===== src/rtl/button_packetizer.sv =====
// button_packetizer
//   Turns controller button samples into 4-word payload bursts for a network
//   TX stack. A burst goes out when the button byte changes, or as a keepalive
//   when nothing has changed for KEEPALIVE_CYCLES. Each burst is followed by a
//   dead time of GAP_CYCLES so the downstream frame can drain.
//
//   Burst format (one word per cycle, axiov high):
//     W0 = MAGIC
//     W1 = {seq, snap}
//     W2 = {7'd0, is_keepalive, prev}
//     W3 = W0 ^ W1 ^ W2            (axiolast high)
//
// Ports
//   clk      in   sole clock
//   rst_n    in   asynchronous active-low reset
//   axiiv    in   button sample valid
//   axiid    in   [7:0] button byte, 1 = pressed
//   axiov    out  payload word valid
//   axiod    out  [15:0] payload word
//   axiolast out  final word of the burst
module button_packetizer #(
  parameter int          KEEPALIVE_CYCLES = 5_000_000,
  parameter int          GAP_CYCLES       = 2048,
  parameter logic [15:0] MAGIC            = 16'hB7E5
) (
  input  logic        clk,
  input  logic        rst_n,
  input  logic        axiiv,
  input  logic [7:0]  axiid,
  output logic        axiov,
  output logic [15:0] axiod,
  output logic        axiolast
);

  localparam int KA_W  = $clog2(KEEPALIVE_CYCLES) + 1;
  localparam int GAP_W = $clog2(GAP_CYCLES + 1) + 1;

  localparam logic [KA_W-1:0]  KA_MAX   = KA_W'(KEEPALIVE_CYCLES - 1);
  // Only used when GAP_CYCLES > 0; clamped so the constant stays non-negative.
  localparam int               GAP_LAST_I = (GAP_CYCLES > 0) ? GAP_CYCLES - 1 : 0;
  localparam logic [GAP_W-1:0] GAP_LAST   = GAP_W'(GAP_LAST_I);

  typedef enum logic [1:0] {
    IDLE = 2'd0,
    SEND = 2'd1,
    GAP  = 2'd2
  } state_t;

  state_t             state;
  state_t             state_next;

  logic [7:0]         latest;
  logic [7:0]         last_sent;
  logic [7:0]         snap;
  logic [7:0]         prev;
  logic [7:0]         seq;
  logic               is_keepalive;
  logic [KA_W-1:0]    ka_cnt;
  logic [GAP_W-1:0]   gap_cnt;
  logic [1:0]         word_idx;
  // Low for the first edge after reset release so that edge can never start
  // a burst, even with a degenerate keepalive period.
  logic               armed;

  logic               change;
  logic               ka_expired;
  logic               trigger;
  logic [15:0]        w1;
  logic [15:0]        w2;
  logic [15:0]        w3;

  assign change     = (latest != last_sent);
  assign ka_expired = (ka_cnt >= KA_MAX);

  assign w1 = {seq, snap};
  assign w2 = {7'd0, is_keepalive, prev};
  assign w3 = MAGIC ^ w1 ^ w2;

  // State register
  always_ff @(posedge clk or negedge rst_n) begin
    if (!rst_n) begin
      state <= IDLE;
    end else begin
      state <= state_next;
    end
  end

  // Next state and outputs. Outputs decode from registered state only, so
  // the asynchronous reset clears them immediately.
  always_comb begin
    state_next = state;
    trigger    = 1'b0;
    axiov      = 1'b0;
    axiod      = 16'd0;
    axiolast   = 1'b0;
    case (state)
      IDLE: begin
        if (armed && (change || ka_expired)) begin
          trigger    = 1'b1;
          state_next = SEND;
        end
      end
      SEND: begin
        axiov = 1'b1;
        case (word_idx)
          2'd0:    axiod = MAGIC;
          2'd1:    axiod = w1;
          2'd2:    axiod = w2;
          default: begin
            axiod    = w3;
            axiolast = 1'b1;
            state_next = (GAP_CYCLES == 0) ? IDLE : GAP;
          end
        endcase
      end
      GAP: begin
        if (gap_cnt == GAP_LAST) begin
          state_next = IDLE;
        end
      end
      default: state_next = IDLE;
    endcase
  end

  // Datapath: sample capture, burst snapshot, counters.
  always_ff @(posedge clk or negedge rst_n) begin
    if (!rst_n) begin
      latest       <= 8'd0;
      last_sent    <= 8'd0;
      snap         <= 8'd0;
      prev         <= 8'd0;
      seq          <= 8'd0;
      is_keepalive <= 1'b0;
      ka_cnt       <= '0;
      gap_cnt      <= '0;
      word_idx     <= 2'd0;
      armed        <= 1'b0;
    end else begin
      armed <= 1'b1;

      // Samples keep landing during SEND/GAP; only the value present when
      // IDLE is re-entered matters, so intermediate values simply overwrite.
      if (axiiv) begin
        latest <= axiid;
      end

      if (trigger) begin
        snap         <= latest;
        prev         <= last_sent;
        last_sent    <= latest;
        // A change wins over a simultaneous keepalive expiry.
        is_keepalive <= ~change;
        ka_cnt       <= '0;
        word_idx     <= 2'd0;
      end else if (ka_cnt < KA_MAX) begin
        ka_cnt <= ka_cnt + KA_W'(1);
      end

      if (state == SEND) begin
        word_idx <= word_idx + 2'd1;
        gap_cnt  <= '0;
        // seq advances only once the burst fully completes.
        if (word_idx == 2'd3) begin
          seq <= seq + 8'd1;
        end
      end

      if (state == GAP) begin
        gap_cnt <= gap_cnt + GAP_W'(1);
      end
    end
  end

endmodule


===== config.mk =====
export PLATFORM = sky130hd
export DESIGN_NAME = button_packetizer
export DESIGN_NICKNAME = d
export VERILOG_FILES = /design/src/rtl/button_packetizer.sv
export SDC_FILE = /design/constraint.sdc
export NUM_CORES = 1
export LEC_CHECK = 0
export CAP_MARGIN = 0
export CORE_ASPECT_RATIO = 0.8
export CORE_UTILIZATION = 44
export CTS_BUF_LIST = sky130_fd_sc_hd__clkbuf_2 sky130_fd_sc_hd__clkbuf_4 sky130_fd_sc_hd__clkbuf_8
export DETAILED_ROUTE_END_ITERATION = 12
export GPL_TIMING_DRIVEN = 1
export PLACE_DENSITY_LB_ADDON = 0.05
export SLEW_MARGIN = 20
export SYNTH_ARGS = -nofsm -noshare
export SYNTH_HDL_FRONTEND = slang
export SYNTH_SLANG_ARGS = --single-unit
export TNS_END_PERCENT = 100

===== constraint.sdc =====
create_clock -name clk -period 2.75 [get_ports clk]
set_clock_uncertainty 0.1 [all_clocks]
set_input_delay 0.4125 -clock clk [delete_from_list [all_inputs] [get_ports clk]]
set_output_delay 0.4125 -clock clk [all_outputs]
set_load 0.05 [all_outputs]

==> metrics, run 1 <==
I/O pin count 29; Syn Nets approximately 430; minimum clock period approximately 2.7 ns; initial antenna violation count 0; Post-synth top flop dfrtp_1; Residual DRC 0; cell count after synthesis 412; Worst-path clk slew 0.07 ns; gr usage total 20.40%; max_cap viols 0; ant diodes 0; fillcell total 873; worst path buffer plus inverter count 2; Detail Route Antenna Nets 0; Slowest-stage cell, CP dfrtp_1; multi-input logic area 2086 sq um; Mapped Area 4114 sq um; Synth async-reset ratio 100.0%; Placed Instances 556; DP HPWL between 6 and 7 mm; Area after DPL 4742 sq um; Seq cells post-synth 75; Die Width ~110 microns; CP Depth 5; non-filler cells, final approximately 570; CP Class reg2out; area occupied by registers 1877 sq um; status finished, final reports clean; area grow syn2layout 20.65%; number of synthesized flops with an enable pin 0; DRT Wirelength 8.857 mm; initial cell density of the core 45.33%; CTS tree done; Max clock buf depth 2; core area 9076 sq um; startpoint types flip-flop; Leakage 2.097 nW; H-Tree Depth 3; final setup fails 0; Via density about 5.6; Max Freq 377.3 MHz; Overflow after GRT 0; Starting DRT DRC Count between 100 and 150; Hold WC Path Type in2async; Cell Pwr Density 866.7 nW/um^2; reg-to-reg startpoint ka_cnt[23]$_DFFE_PN0P_; Max-Slew Margin vs Limit ~36%; die height 88.49 microns; library cells used by synthesis 50; Syn Area/Cell ~10 sq um; CTS root buf clkbuf_8; DR WL/cell 15.46 microns; Clock Latency Late Sink 0.36 ns; Least-Margin Pin Slew 0.9623 ns; DR pass1 iterations 4; yosys warns 0; Register-to-Register Path Depth 6; vias in the first global route roughly 3100; first-pass GRT wire length roughly 15 mm; crit-path max cell delay ~0.47 ns; worst-path cell chain inv_1 > ha_1 > nor2_1 > a221oi_1 > buf_12; kind of cell adding the most delay to the critical path flip-flops; share of layout cells above drive strength 1 15.72%; detailed-route via count 3218; Max Fanout on Critical Path 7; # rows 31; Final period util a little over nine tenths; IO Port Bufs 28; Final Max Tran Viols 0; Final nets roughly 480; maximum VDD drop 0.6237 mV; worst path arrival time 2.14 ns; DIE AREA 9743 sq um; Routability Congestion approximately 0.84; number of clock sinks 75; Design Area, Final 4964 sq um; sequential fraction of the synthesis area 45.62%; unrepaired setup endpoints after global routing yes; Worst R2R End prev[0]$_DFFE_PN0N_; largest net degree at the start of global routing between 70 and 80; CP endpoint kind output pin; R2R Setup Slk 0.1 ns; Worst Path Required 2.24 ns; Final Hold Fails 0; Num CTS Buffers 9
## timing repair
action,4_1_cts,5_1_grt
setup endpoints to repair,4,24
hold buffers,0,0
resized for setup,1,3
setup buffers,0,2
pin swaps,0,1
## cells in the mapped netlist, types with 3 or more instances
cell type   n  share of area, %
mux2_2      9               2.5
and3_1      6              0.91
mux2i_1     5               1.2
nor2_1     23               2.1
a21oi_1    31               3.8
nand2_1    29               2.6
nor4_1      3              0.46
or3_1       9               1.4
or4b_1      3              0.73
nor3b_1     5              0.91
nand4_1     8               1.2
a221oi_1    6               1.3
inv_1      19               1.7
xor2_1     17               3.6
mux2_1     16               4.4
o21ai_0    20               2.4
o21a_1      5              0.91
ha_1       11               3.3
buf_4       4              0.73
nand3_1    19               2.3
nor2b_1     9               1.4
o31ai_1     8               1.5
nor3_1      6              0.73
xnor2_1    12               2.6
clkbuf_1   12               1.1
o41ai_1     3              0.64
o22ai_1     5              0.76
dfrtp_1    75                46
or4_1       6               1.1
## sequential cells by signal (all words and copies together), names as in the netlist
| register | flops |
|---|---|
| armed | 1 |
| state | 2 |
| seq | 8 |
| snap | 8 |
| latest | 8 |
| word_idx | 2 |
| is_keepalive | 1 |
| gap_cnt | 13 |
| ka_cnt | 24 |
| prev | 8 |
## cell families (layout without fill, tap and decap cells)
kind of cell               after synthesis  count (layout)  synth area share [%]
other                                    1               1               0.09115
AOI/OAI and AO/OA                       96              96                 15.48
xor gates and xnor gates                29              29                 6.174
DFF                                     75              75                 45.62
and+or+nand+nor                        133             133                 17.27
adders and majority gates               11              11                 3.345
buffers and inverters                   37              83                 3.954
muxes                                   30              30                 8.060
## report_power, final
| part | switching [mW] | leakage (nW) | internal [mW] |
|---|---|---|---|
| sequential | 0.241 | 0.982 | 1.31 |
| clock | 0.400 | 0.0987 | 0.404 |
| combinational | 1.08 | 1.02 | 0.858 |
## routing by layer
metal | part of all wire [%] | track usage [%] | vias up
li1 | - | - | 1576
met1 | 50 | 28.00 | 1587
met2 | 45 | 31.59 | 49
met3 | 3.4 | 5.965 | 6
met4 | 0.95 | 5.502 | 0
met5 | 0 | 0 | -
## worst max path at each step
stage	startpoint	slack (ns)	endpoint
floorplan	state[1]$_DFFE_PN0P_	-0.29	axiod[10]
global route	word_idx[0]$_DFFE_PN0P_	-0.02	axiod[13]
global placement	ka_cnt[23]$_DFFE_PN0P_	0.12	ka_cnt[22]$_DFFE_PN0P_
finish	word_idx[0]$_DFFE_PN0P_	0.1	axiod[12]
CTS	ka_cnt[23]$_DFFE_PN0P_	0.06	snap[7]$_DFFE_PN0N_
detailed placement	ka_cnt[23]$_DFFE_PN0P_	0.08	snap[7]$_DFFE_PN0N_
## stage by stage
| step | worst slack [ns] | util (%) | setup TNS (ns) | hold WS [ns] | power, mW |
|---|---|---|---|---|---|
| final | 0.09936 | 54.69 | 0 | 0.09258 | 4.302 |
| after global routing | -0.02449 | 54.69 | -0.07197 | 0.1894 | 4.598 |
| after CTS | 0.05972 | 54.29 | 0 | 0.1425 | 4.318 |
| after detailed placement | 0.08200 | 52.25 | 0 | 0.3890 | 3.497 |
| after global placement | 0.1241 | 52.25 | 0 | 0.3846 | 3.448 |
| after floorplan | -0.2922 | - | -1.461 | 0.01691 | 2.773 |
## area by class of cell
type | count | share of cell area (%)
tap | 115 | 2.899
sequential | 75 | 37.81
multi-input combinational | 300 | 42.02
clock inverter | 2 | 0.2017
clock buffer | 13 | 3.479
timing repair buffer | 49 | 12.15
inverter | 19 | 1.437
## placed cells by master (no fill, tap or decap), types with 8 or more instances in the layout
| cell | n |
|---|---|
| nand3_1 | 19 |
| a21oi_1 | 30 |
| or3_1 | 9 |
| nor2_1 | 23 |
| mux2_2 | 9 |
| clkdlybuf4s50_1 | 9 |
| o21ai_0 | 20 |
| clkbuf_8 | 12 |
| nor2b_1 | 9 |
| xor2_1 | 17 |
| mux2_1 | 16 |
| nand4_1 | 8 |
| buf_4 | 23 |
| inv_1 | 19 |
| buf_12 | 17 |
| nand2_1 | 29 |
| ha_1 | 8 |
| dfrtp_1 | 75 |
| o31ai_1 | 8 |
| xnor2_1 | 12 |
Power figures use the tool's default switching activity.
==> inputs of run 2 (changes only) <==
HOLD_SLACK_MARGIN = 0.12   (was default)
==> results of run 2 <==
Final layout, timing and power as in run 1 (identical DEF).
==> inputs of run 3 (changes only) <==
SKIP_CTS_REPAIR_TIMING = 1   (was default)
SLEW_MARGIN = default   (was 20)
==> results of run 3 <==
Final layout, timing and power as in run 1 (identical DEF).
